File: src/rtl/chunked_argmax_sequencer.sv
// rtl/chunked_argmax_sequencer.sv - running signed max/argmax over NUM_CHUNKS 16-element chunks

// Combinational 16-input signed argmax; equal pairs resolve to the higher index.
module parallel_argmax_signed_16_inputs #(
    parameter int WIDTH = 8
) (
    input  logic [15:0][WIDTH-1:0] data_i,
    output logic signed [WIDTH-1:0] max_o,
    output logic [3:0]              idx_o
);

    // Heap-ordered comparison tree: leaves 15..30 hold lanes 0..15 left to right,
    // so choosing the right child on equality keeps the higher lane index.
    always_comb begin : tree
        logic signed [WIDTH-1:0] node_val [31];
        logic [3:0]              node_idx [31];
        for (int i = 0; i < 31; i++) begin
            node_val[i] = '0;
            node_idx[i] = '0;
        end
        for (int k = 0; k < 16; k++) begin
            node_val[15+k] = $signed(data_i[k]);
            node_idx[15+k] = 4'(k);
        end
        for (int i = 14; i >= 0; i--) begin
            if (node_val[2*i+2] >= node_val[2*i+1]) begin
                node_val[i] = node_val[2*i+2];
                node_idx[i] = node_idx[2*i+2];
            end else begin
                node_val[i] = node_val[2*i+1];
                node_idx[i] = node_idx[2*i+1];
            end
        end
        max_o = node_val[0];
        idx_o = node_idx[0];
    end

endmodule

module chunked_argmax_sequencer #(
    parameter int WIDTH      = 8,
    parameter int NUM_CHUNKS = 4,
    localparam int IDX_WIDTH = ($clog2(16*NUM_CHUNKS) < 4) ? 4 : $clog2(16*NUM_CHUNKS),
    localparam int CNT_WIDTH = $clog2(NUM_CHUNKS+1)
) (
    input  logic                        clk,
    input  logic                        rst,
    input  logic                        in_valid,
    output logic                        in_ready,
    input  logic [15:0][WIDTH-1:0]      in_data,
    output logic                        out_valid,
    input  logic                        out_ready,
    output logic signed [WIDTH-1:0]     out_max,
    output logic [IDX_WIDTH-1:0]        out_argmax,
    output logic [CNT_WIDTH-1:0]        chunk_count
);

    typedef enum logic {ACCUM, DONE} state_t;

    state_t                  state_q;
    logic                    out_valid_q;
    logic signed [WIDTH-1:0] out_max_q;
    logic [IDX_WIDTH-1:0]    out_argmax_q;
    logic [CNT_WIDTH-1:0]    cnt_q;
    logic signed [WIDTH-1:0] run_max_q, run_max_d;
    logic [IDX_WIDTH-1:0]    run_idx_q, run_idx_d;

    logic signed [WIDTH-1:0] chunk_max;
    logic [3:0]              chunk_idx;
    logic [IDX_WIDTH-1:0]    glob_idx;
    logic                    in_xfer;
    logic                    first_chunk;
    logic                    last_chunk;

    parallel_argmax_signed_16_inputs #(.WIDTH(WIDTH)) u_chunk_argmax (
        .data_i (in_data),
        .max_o  (chunk_max),
        .idx_o  (chunk_idx)
    );

    // Only a pending, unaccepted result stalls the input side.
    assign in_ready    = !rst && (!out_valid_q || out_ready);
    assign in_xfer     = in_valid && in_ready;
    assign first_chunk = (cnt_q == '0);
    assign last_chunk  = (cnt_q == CNT_WIDTH'(NUM_CHUNKS-1));
    // cnt_q never exceeds NUM_CHUNKS-1, so {chunk, lane} always fits IDX_WIDTH.
    assign glob_idx    = IDX_WIDTH'({cnt_q, chunk_idx});

    assign out_valid   = out_valid_q;
    assign out_max     = out_max_q;
    assign out_argmax  = out_argmax_q;
    assign chunk_count = cnt_q;

    // Merge the current chunk into the running max; >= lets later chunks win ties.
    always_comb begin
        run_max_d = run_max_q;
        run_idx_d = run_idx_q;
        if (first_chunk) begin
            run_max_d = chunk_max;
            run_idx_d = IDX_WIDTH'(chunk_idx);
        end else if (chunk_max >= run_max_q) begin
            run_max_d = chunk_max;
            run_idx_d = glob_idx;
        end
    end

    // Sequencer FSM: output handoff first, then a same-cycle chunk may start the next vector.
    always_ff @(posedge clk) begin
        if (rst) begin
            state_q      <= ACCUM;
            out_valid_q  <= 1'b0;
            out_max_q    <= '0;
            out_argmax_q <= '0;
            cnt_q        <= '0;
            run_max_q    <= '0;
            run_idx_q    <= '0;
        end else begin
            if (state_q == DONE && out_ready) begin
                state_q     <= ACCUM;
                out_valid_q <= 1'b0;
            end
            if (in_xfer) begin
                run_max_q <= run_max_d;
                run_idx_q <= run_idx_d;
                if (last_chunk) begin
                    state_q      <= DONE;
                    out_valid_q  <= 1'b1;
                    out_max_q    <= run_max_d;
                    out_argmax_q <= run_idx_d;
                    cnt_q        <= '0;
                end else begin
                    cnt_q <= cnt_q + CNT_WIDTH'(1);
                end
            end
        end
    end

endmodule

File: config.mk
export PLATFORM = sky130hd
export DESIGN_NAME = chunked_argmax_sequencer
export DESIGN_NICKNAME = d
export VERILOG_FILES = /design/src/rtl/chunked_argmax_sequencer.sv
export SDC_FILE = /design/constraint.sdc
export NUM_CORES = 1
export LEC_CHECK = 0
export BUFFER_PORTS_ARGS = -buffer_cell sky130_fd_sc_hd__buf_2
export CORE_UTILIZATION = 55
export DETAILED_ROUTE_END_ITERATION = 16
export PLACE_DENSITY_LB_ADDON = 0.1
export SLEW_MARGIN = 20
export SYNTH_ARGS = -nofsm -noshare
export SYNTH_HDL_FRONTEND = slang
export SYNTH_SLANG_ARGS = --single-unit
File: constraint.sdc
create_clock -name clk -period 19.6 [get_ports clk]
set_input_delay 2.94 -clock clk [delete_from_list [all_inputs] [get_ports clk]]
set_output_delay 2.94 -clock clk [all_outputs]
set_load 0.02 [all_outputs]
==> qor.txt, run 1 <==
status -> finished, final reports clean
Net Count, Synth -> 1084
combinational share of power -> 82.0%
PD cells -> 121 mW/mm^2
first-pass GRT wire length -> 25.6 mm
met3 wire len -> 834 um
I/O pins -> 151
Avg Vias per Cell -> 5.61
switch share -> 51.9%
syn avg cell area -> 7.70 sq um
Vias -> 6225
CTS tree -> built
Worst EP arrival -> 14120 ps
Req. time, crit path -> 19740 ps
reg2reg end -> run_max_q[1]$_SDFFE_PP0P_
Fmax -> 71.5 MHz
global route overflow -> 0
die area -> 0.0120 sq mm
Nets -> 1225
P_sw -> 0.464 mW
Finish-stage setup viols -> 0
register bit total from synthesis -> 33
row count -> 38
# resized after CTS -> 0
fin crit period -> 13980 ps
Layout area overhead -> 15.7%
hold crit path type -> register to register
fill cell count -> 1023
Inserted Clock Buffers -> 5
clk_skew -> 6.75 ps
clock root cell -> clkbuf_16
crit-path max cell delay -> 760 ps
Pwr Total -> 0.894 mW
most frequent cell after synthesis -> inv_1
cell taking the most area after synthesis -> ha_1
Clk Latency, worst-skew pair -> 280 ps
Tot GR Track Use -> 26.4%
distinct cell type count after synthesis -> 75
Worst VDD drop -> 0.0932 mV
Setup Buffers After CTS -> 0
synth top area cells -> ha_1 (24%), mux2i_1 (13%), dfxtp_1 (10%), inv_1 (8.1%), a21oi_1 (4.7%)
most instantiated cells after synthesis -> inv_1 (137), ha_1 (123), mux2i_1 (86), nor2_1 (69), a21oi_1 (60)
Wirelength per Cell -> 13.9 um
DRC viols -> 0
layout cell share with drive strength beyond 1 -> 20.6%
critical path class -> input pin to register
Mapped Cells -> 829
Buffers on Ports -> 150
antenna violations before repair -> 0
dpl hpwl -> 13.2 mm
die width -> 110 um
hold path depth -> 2
crit path max fanout -> 15
P_leak -> 4.03 nW
core area -> 0.0111 sq mm
delay-heaviest family, CP -> compound AO/OA/AOI/OAI gates
Cell Int Power -> 0.430 mW
WP depth -> 51
Final Hold Fails -> 0
CP bufs+invs -> 5
Slew Limit Fails -> 0
DRT iter0 DRCs -> 322
Seq pwr share -> 9.4%
ant diodes -> 0
Routed WL -> 15.5 mm
Synth Flop Type -> dfxtp_1
R2R cell count -> 13
clock sink count -> 33
Routed met1 length -> 7.44 mm
Setup TNS -> 0 ps
unrepaired setup endpoints after global routing -> no
synth warn -> 0
largest net degree at the start of global routing -> 27
DR pass1 iterations -> 4
H-Tree Depth -> 2
slowest cell on the critical path -> o21ai_1
Async SR Flop Fraction -> 0%
antenna violation net count after detailed routing -> 0
slew margin rel. -> 30.8%
reg2reg start -> run_max_q[0]$_SDFFE_PP0P_
Period Utilization, post-route -> 71.3%
DIE HEIGHT -> 110 um
Post-synth EDFFs -> 0
startpoint types -> input pin
most used cell, CP -> a21o_1
GP Congestion -> 0.933
Top Layer Used -> met4
Worst Hold End -> run_idx_q[2]$_SDFFE_PP0P_
synthesized area -> 0.00638 sq mm
Longest Clk Path Bufs -> 2
vias in the first global route -> 5791
crit end category -> register
Worst Min Path Start -> run_idx_q[2]$_SDFFE_PP0P_
WL met2 -> 6.98 mm
CTS Hold Bufs -> 0
Yosys top cell area share -> 24.1%
max-cap violations -> 0
Initial Util -> 57.6%
clock-pin slew on the worst setup and hold paths -> 50 ps
worst-margin pin slew -> 1030 ps
reg2reg setup slack -> 16120 ps
Seq/Total Area, Yosys -> 10.3%
Clock Power Share -> 8.6%
power by group through the flow:
stage               clock [mW]  sequential, mW  combinational [mW]
floorplan                    0          0.0832               0.568
global placement             0          0.0847               0.718
detailed placement           0          0.0847               0.723
CTS                     0.0771          0.0835               0.727
global route            0.0797          0.0843               0.828
finish                  0.0770          0.0840               0.733
layer usage:
layer	vias to the layer above	global-route usage (%)
met4	0	5.71
met3	17	1.90
met1	2794	35.8
met2	172	45.8
li1	3242	-
met5	-	0
sequential cells by signal, summed over array words and instances (netlist names):
register,cells
out_max,8
run_max_q,8
out_argmax,6
run_idx_q,6
chunk_count,3
out_valid,1
state_q,1
worst reg2reg max path: cells and delay by family, from the launching register on:
kind / cells / cell delay (ps)
AO/OA/AOI/OAI: 8 / 1500
AND/OR/NAND/NOR: 4 / 1230
flip-flops: 1 / 330
adder cells (fa/ha/maj): 1 / 280
cell usage in the layout, fill, tap and decap left out, types with 22 or more instances in the layout:
cell       n
buf_2    150
inv_1    137
ha_1     123
mux2i_1   86
nor2_1    69
a21oi_1   59
nand2_1   52
dfxtp_1   33
o21ai_0   23
a21o_1    22
cell type report:
type	instances	area, sq um	area share (%)
Clock buffer	7	143	1.93
Inverter	137	514	6.96
Multi-Input combinational cell	640	5120	69.3
Sequential cell	33	661	8.95
Tap cell	140	175	2.37
Timing Repair Buffer	153	773	10.5
stage by stage:
step | util, % | setup slack (ps) | hold WS, ps | area, sq um | cells
6_report | 66.7 | 5620 | 460 | 7380 | 1110
5_1_grt | 66.7 | 4480 | 475 | 7380 | 1110
4_1_cts | 66.6 | 5640 | 459 | 7380 | 1110
3_5_place_dp | 65.3 | 5400 | 451 | 7240 | 1103
3_3_place_gp | 65.3 | 5590 | 451 | 7240 | 1103
2_1_floorplan | - | 6940 | 437 | 6380 | 829
cell families (layout without fill, tap and decap cells):
kind of cell	count (synthesis)	in the layout	synth area share, %
xor+xnor	1	1	0.137
flops	33	33	10.3
mux	99	99	15.9
simple gates	214	214	16.6
fa+ha+maj	126	126	24.6
buf+inv	156	297	9.62
compound gates	200	200	22.9
worst max path at each step:
stage | start | to
after floorplan | in_data[54] | out_max[3]$_SDFFE_PP0P_
after global placement | in_data[87] | run_max_q[1]$_SDFFE_PP0P_
after detailed placement | in_data[87] | run_max_q[1]$_SDFFE_PP0P_
after CTS | in_data[87] | run_max_q[1]$_SDFFE_PP0P_
after global routing | in_data[87] | run_max_q[6]$_SDFFE_PP0P_
final | in_data[87] | run_max_q[1]$_SDFFE_PP0P_
(Power assumes the default switching activity.)
==> inputs of run 2 (changes only) <==
--- a/config.mk
+++ b/config.mk
@@ -5,8 +5,9 @@
 export SDC_FILE = /design/constraint.sdc
 export NUM_CORES = 1
 export LEC_CHECK = 0
+export ABC_AREA = 1
 export BUFFER_PORTS_ARGS = -buffer_cell sky130_fd_sc_hd__buf_2
-export CORE_UTILIZATION = 55
+export CORE_UTILIZATION = 51
 export DETAILED_ROUTE_END_ITERATION = 16
 export PLACE_DENSITY_LB_ADDON = 0.1
 export SLEW_MARGIN = 20
==> constraint.sdc (replaced) <==
create_clock -name clk -period 11.3 [get_ports clk]
set_input_delay 1.695 -clock clk [delete_from_list [all_inputs] [get_ports clk]]
set_output_delay 1.695 -clock clk [all_outputs]
set_load 0.02 [all_outputs]
==> run 2 against run 1 <==
  * Critical path type unchanged
  * Die area is 7.8% higher
  * Sequential share of layout area hardly changed
  * Global-route usage is 2.6 points lower
  * Critical path depth is 6 higher
  * Utilization is 5.5 points lower
  * Non-clock buffer count is 2 higher
  * Synthesized cell count is 24% higher
  * Hold slack better by 2.8 ps
  * Highest routed layer unchanged
  * Final cell count is 20% higher
  * Setup slack worse by 4600 ps
  * Wire length is 3.3% lower
==> qor.txt, run 2 <==
status -> finished, final reports clean
Vias -> 6744 (+8.3%)
Slew Limit Fails -> 0 (unchanged)
Synth Flop Type -> dfxtp_1
Period Utilization, post-route -> 90.8%
most frequent cell after synthesis -> nand2_1
most instantiated cells after synthesis -> nand2_1 (248), inv_1 (168), ha_1 (123), a21oi_1 (87), o21ai_0 (87)
Initial Util -> 52.8% (-4.9 points)
Fmax -> 97.5 MHz
synthesized area -> 0.00639 sq mm (+0.12%)
max-cap violations -> 0 (unchanged)
multi-input logic area -> 0.00494 sq mm (-3.4%)
vias in the first global route -> 6338 (+9.4%)
distinct cell type count after synthesis -> 37 (-51%)
met1 Track Usage GR -> 29.1% (-6.7 points)
reg2reg end -> out_argmax[2]$_SDFFE_PP0P_
cell taking the most area after synthesis -> ha_1
crit path max fanout -> 21 (+6)
commonest non-fill, non-tap cell in the layout -> nand2_1
Wirelength per Cell -> 11.2 um (-20%)
hold crit path type -> register to register
die width -> 114 um (+3.8%)
Tot GR Track Use -> 23.8% (-2.6 points)
worst-margin pin slew -> 821 ps (-210 ps)
largest net degree at the start of global routing -> 28 (+3.7%)
Setup TNS -> 0 ps (unchanged)
Req. time, crit path -> 11470 ps (-8270 ps)
ant diodes -> 0 (unchanged)
register bit total from synthesis -> 33 (unchanged)
H-Tree Depth -> 2 (unchanged)
Nets -> 1420 (+16%)
CTS Hold Bufs -> 0 (unchanged)
crit end category -> register
DRT iter0 DRCs -> 350 (+8.7%)
Top Usage Layer GRT -> met2
crit-path max cell delay -> 420 ps (-340 ps)
reg2reg start -> run_max_q[0]$_SDFFE_PP0P_
I/O pins -> 151 (unchanged)
Routed WL -> 15.0 mm (-3.3%)
Worst EP arrival -> 10430 ps (-3690 ps)
GRT met2 Usage -> 46.0% (+0.20 points)
most used cell, CP -> nand2_1
Layout area overhead -> 15.9%
Net Count, Synth -> 1285 (+19%)
slowest cell on the critical path -> o21ai_0
slew margin rel. -> 45.1% (+14 points)
unrepaired setup endpoints after global routing -> no
Avg Vias per Cell -> 5.06 (-9.9%)
clk_skew -> 4.44 ps (-2.31 ps)
Post-synth EDFFs -> 0 (unchanged)
Final Hold Fails -> 0 (unchanged)
R2R cell count -> 17 (+4)
Inserted Clock Buffers -> 5 (unchanged)
clock-pin slew on the worst setup and hold paths -> 50 ps (about the same)
layout cell share with drive strength beyond 1 -> 20.1% (-0.55 points)
Worst Min Path Start -> out_argmax[5]$_SDFFE_PP0P_
dpl hpwl -> 13.0 mm (-1.6%)
most frequent cells in the layout -> nand2_1 (248), inv_1 (168), buf_2 (150), ha_1 (123), a21oi_1 (86)
met3 Use GR -> 2.07% (+0.18 points)
DIE HEIGHT -> 114 um (+3.8%)
startpoint types -> input pin
Buffers on Ports -> 150 (unchanged)
critical path class -> input pin to register
Finish-stage setup viols -> 0 (unchanged)
Mapped Cells -> 1030 (+24%)
Seq/Total Area, Yosys -> 10.3% (-0.012 points)
global route overflow -> 0 (unchanged)
core area -> 0.0121 sq mm (+9.3%)
Non-Filler Instances -> 1334 (+20%)
Longest Clk Path Bufs -> 2 (unchanged)
synth top area cells -> ha_1 (24%), nand2_1 (15%), dfxtp_1 (10%), inv_1 (9.9%), a21oi_1 (6.8%)
hold path depth -> 2 (unchanged)
Hold Slack -> 463 ps (+2.78 ps)
DR pass1 iterations -> 4 (unchanged)
Worst Hold End -> out_argmax[5]$_SDFFE_PP0P_
dpl cells -> 1325 (+20%)
Yosys top cell area share -> 24.1% (-0.028 points)
synth warn -> 0 (unchanged)
clock sink count -> 33 (unchanged)
Clk Latency, worst-skew pair -> 270 ps (about the same)
antenna violations before repair -> 0 (unchanged)
DRC viols -> 0 (unchanged)
register area -> 661 sq um (unchanged)
row count -> 40 (+5.3%)
first-pass GRT wire length -> 26.2 mm (+2.0%)
CTS tree -> built
Async SR Flop Fraction -> 0% (unchanged)
syn avg cell area -> 6.21 sq um (-19%)
clock root cell -> clkbuf_16
die area -> 0.0130 sq mm (+7.8%)
reg2reg setup slack -> 8290 ps (-7830 ps)
GP Congestion -> 0.869 (-6.9%)
fin crit period -> 10260 ps
fill cell count -> 1250 (+22%)
antenna violation net count after detailed routing -> 0 (unchanged)
-- run 2: changes by cell type after synthesis, moves of 14 or more --
cell,before,now
a21o_1,22,7
nand4_1,4,40
nand2_2,0,21
nor2b_1,14,0
inv_1,137,168
a21oi_1,60,87
mux2i_1,86,2
nand2b_1,18,0
o21ai_0,23,87
nand3_2,0,25
nand2_1,52,248
-- run 2: cell families (layout without fill, tap and decap cells) --
logic type | after synthesis | after routing | share of synthesized area [%]
flip-flops | 33 | 33 | 10.3
buffers and inverters | 197 | 333 | 12.6
AND/OR/NAND/NOR | 442 | 442 | 32.7
adder cells (fa/ha/maj) | 123 | 123 | 24.1
XOR/XNOR | 3 | 3 | 0.411
multiplexers | 2 | 2 | 0.313
AO/OA/AOI/OAI | 230 | 230 | 19.6
-- run 2: area by class of cell --
type,count,share of cell area (%)
clock inverter,1,0.405
inverter,170,8.61
sequential,33,8.91
multi-input combinational,800,66.7
tap,168,2.84
clock buffer,7,1.92
timing repair buffer,155,10.6
-- run 2: how the worst max path moves through the flow --
stage                      startpoint                          to  slack, ps  cells after the start
after floorplan           in_data[67]  out_argmax[2]$_SDFFE_PP0P_       1280                     61
after global placement    in_data[88]  out_argmax[2]$_SDFFE_PP0P_        760                     57
after detailed placement  in_data[88]  out_argmax[2]$_SDFFE_PP0P_        620                     57
after CTS                 in_data[88]  out_argmax[2]$_SDFFE_PP0P_        870                     57
after global routing      in_data[65]  out_argmax[2]$_SDFFE_PP0P_         20                     57
final                     in_data[80]  out_argmax[2]$_SDFFE_PP0P_       1040                     57
-- run 2: stage by stage --
step,util (%),instance area [sq um],worst slack [ps]
2_1_floorplan,-,6390,1280
3_3_place_gp,59.6,7210,762
3_5_place_dp,59.6,7210,622
4_1_cts,61.0,7390,865
5_1_grt,61.2,7410,22.2
6_report,61.2,7410,1040
-- run 2: critical path: cells and delay by family --
| family | cells | cell delay [ps] |
|---|---|---|
| AND/OR/NAND/NOR | 15 | 1380 |
| adder cells (fa/ha/maj) | 5 | 1530 |
| buffers and inverters | 8 | 1120 |
| XOR/XNOR | 2 | 240 |
| AO/OA/AOI/OAI | 27 | 4460 |
-- run 2: what timing repair did --
item / in CTS / in global routing
setup endpoints to repair: 0 / 8
resized for setup: 0 / 8
setup buffers: 0 / 0
-- run 2: per-layer routing --
metal  wire length (um)  part of all wire (%)
met1               7110                    47
met2               7350                    49
met3                428                   2.9
met4                 78                  0.52
met5                  0                     0
Power of run 2 is not shown: default switching activity piles up to over one toggle a cycle in this logic, so the estimate is an artifact.
==> inputs of run 3 (changes only) <==
--- a/config.mk
+++ b/config.mk
@@ -9,7 +9,7 @@
 export BUFFER_PORTS_ARGS = -buffer_cell sky130_fd_sc_hd__buf_2
 export CORE_UTILIZATION = 51
 export DETAILED_ROUTE_END_ITERATION = 16
-export PLACE_DENSITY_LB_ADDON = 0.1
+export PLACE_DENSITY = 0.82
 export SLEW_MARGIN = 20
 export SYNTH_ARGS = -nofsm -noshare
 export SYNTH_HDL_FRONTEND = slang
==> run 3 against run 2 <==
  * Register-to-register slack gained 30 ps
  * Clock-buffer cell count shrank 1
  * Die area is the same
  * Largest cell class unchanged
  * Highest routed layer unchanged
  * Final cell count is essentially flat
  * Sequential share of layout area is essentially flat
  * First-iteration DRC count shrank 9.1%
  * Non-clock buffer count shrank 1
==> qor.txt, run 3 (same netlist as run 2, synthesis figures left out) <==
Slew Limit Fails -> 0 (unchanged)
dpl cells -> 1325 (unchanged)
ant diodes -> 0 (unchanged)
Clk Latency, worst-skew pair -> 280 ps (about the same)
Worst EP arrival -> 10450 ps (+20 ps)
Longest Clk Path Bufs -> 2 (unchanged)
commonest non-fill, non-tap cell in the layout -> nand2_1
global route overflow -> 0 (unchanged)
dpl hpwl -> 13.1 mm (+1.2%)
first-pass GRT wire length -> 25.8 mm (-1.2%)
I/O pins -> 151 (unchanged)
Fmax -> 97.3 MHz (-0.13%)
delay-heaviest family, CP -> compound AO/OA/AOI/OAI gates
startpoint types -> input pin
crit-path max cell delay -> 430 ps (about the same)
clock sink count -> 33 (unchanged)
antenna violation net count after detailed routing -> 0 (unchanged)
register area -> 661 sq um (unchanged)
Setup TNS -> 0 ps (unchanged)
status -> finished, final reports clean
layout cell share with drive strength beyond 1 -> 20.1% (about the same)
critical path class -> input pin to register
GRT met2 Usage -> 44.0% (-2.0 points)
most frequent cells in the layout -> nand2_1 (248), inv_1 (168), buf_2 (150), ha_1 (123), a21oi_1 (86)
Inserted Clock Buffers -> 5 (unchanged)
antenna violations before repair -> 0 (unchanged)
Wirelength per Cell -> 11.5 um (+2.8%)
Routed WL -> 15.4 mm (+2.7%)
slew margin rel. -> 44.0% (-1.1 points)
H-Tree Depth -> 2 (unchanged)
GP Congestion -> 0.962 (+11%)
clk_skew -> 4.61 ps (+0.172 ps)
multi-input logic area -> 0.00495 sq mm (+0.23%)
row count -> 40 (unchanged)
crit end category -> register
unrepaired setup endpoints after global routing -> no
Period Utilization, post-route -> 90.9% (+0.12 points)
Nets -> 1419 (-0.070%)
Vias -> 6832 (+1.3%)
DIE HEIGHT -> 114 um (unchanged)
Req. time, crit path -> 11470 ps (about the same)
Tot GR Track Use -> 23.5% (-0.30 points)
largest net degree at the start of global routing -> 28 (unchanged)
Finish-stage setup viols -> 0 (unchanged)
Initial Util -> 52.8% (unchanged)
CTS Hold Bufs -> 0 (unchanged)
CTS tree -> built
clock-pin slew on the worst setup and hold paths -> 50 ps (about the same)
slowest cell on the critical path -> o21ai_0
Layout area overhead -> 15.5%
die width -> 114 um (unchanged)
Buffers on Ports -> 150 (unchanged)
Setup Buffers After CTS -> 0 (unchanged)
Final Hold Fails -> 0 (unchanged)
vias in the first global route -> 6137 (-3.2%)
DRT iter0 DRCs -> 318 (-9.1%)
DR pass1 iterations -> 5 (+1)
Hold Slack -> 460 ps (-2.91 ps)
core area -> 0.0121 sq mm (unchanged)
DRC viols -> 0 (unchanged)
Avg Vias per Cell -> 5.13 (+1.4%)
# resized after CTS -> 0 (unchanged)
clock root cell -> clkbuf_16
most used cell, CP -> nand2_1
hold crit path type -> register to register
met3 Use GR -> 1.97% (-0.11 points)
worst-margin pin slew -> 837 ps (+16.5 ps)
Non-Filler Instances -> 1333 (-0.075%)
fin crit period -> 10270 ps (+13.5 ps)
CP bufs+invs -> 7 (-1)
met1 Track Usage GR -> 29.4% (+0.35 points)
Top Usage Layer GRT -> met2
die area -> 0.0130 sq mm (unchanged)
crit path max fanout -> 16 (-24%)
fill cell count -> 1200 (-4.0%)
max-cap violations -> 0 (unchanged)
==> run 3: cell count changes in the layout (fill, tap and decap cells not counted), sizes merged <==
cell    change
bufinv      -1
clkinv      +2
clkbuf      -2
==> run 3: per-layer routing <==
| layer | vias to the layer above | routed length (um) |
|---|---|---|
| met4 | 0 | 134 |
| met2 | 167 | 7490 |
| met5 | - | 0 |
| met3 | 17 | 642 |
| met1 | 2953 | 7110 |
| li1 | 3695 | - |
==> run 3: per-stage QoR <==
stage	instance area, sq um	utilization, %	setup slack (ps)
after global placement	7210	59.6	461
after CTS	7350	60.7	599
after global routing	7380	61.0	64.8
after detailed placement	7210	59.6	354
final	7380	61.0	1030
after floorplan	6390	-	1280
==> run 3: final timing paths <==
check / from / to / slack [ps] / cells past startpoint
max: in_data[23] / out_argmax[2]$_SDFFE_PP0P_ / 1030 / 50
min: state_q$_SDFF_PP0_ / state_q$_SDFF_PP0_ / 460 / 2
max reg2reg: run_max_q[0]$_SDFFE_PP0P_ / out_argmax[2]$_SDFFE_PP0P_ / 8320 / 17
min reg2reg: state_q$_SDFF_PP0_ / state_q$_SDFF_PP0_ / 460 / 2
==> run 3: final cells by class <==
class                      count  share of cell area, %
timing repair buffer         154                   10.6
inverter                     170                   8.64
clock buffer                   6                   1.75
clock inverter                 2                  0.136
tap                          168                   2.85
sequential                    33                   8.95
multi-input combinational    800                   67.1
==> run 3: worst register-to-register path, cell delays in order, from the launching register on <==
cell,delay (ps)
dfxtp_1,330
ha_1,290
o21a_1,180
o21a_1,160
o21a_1,160
o21a_1,160
o21a_1,150
o21ai_0,140
a31oi_1,180
nor2_1,180
inv_1,280
nor2_1,170
nor2_1,50
o21ai_0,100
inv_1,50
o21ai_1,90
nor2_1,60
o21a_1,160
Power of run 3 is left out for the same reason.
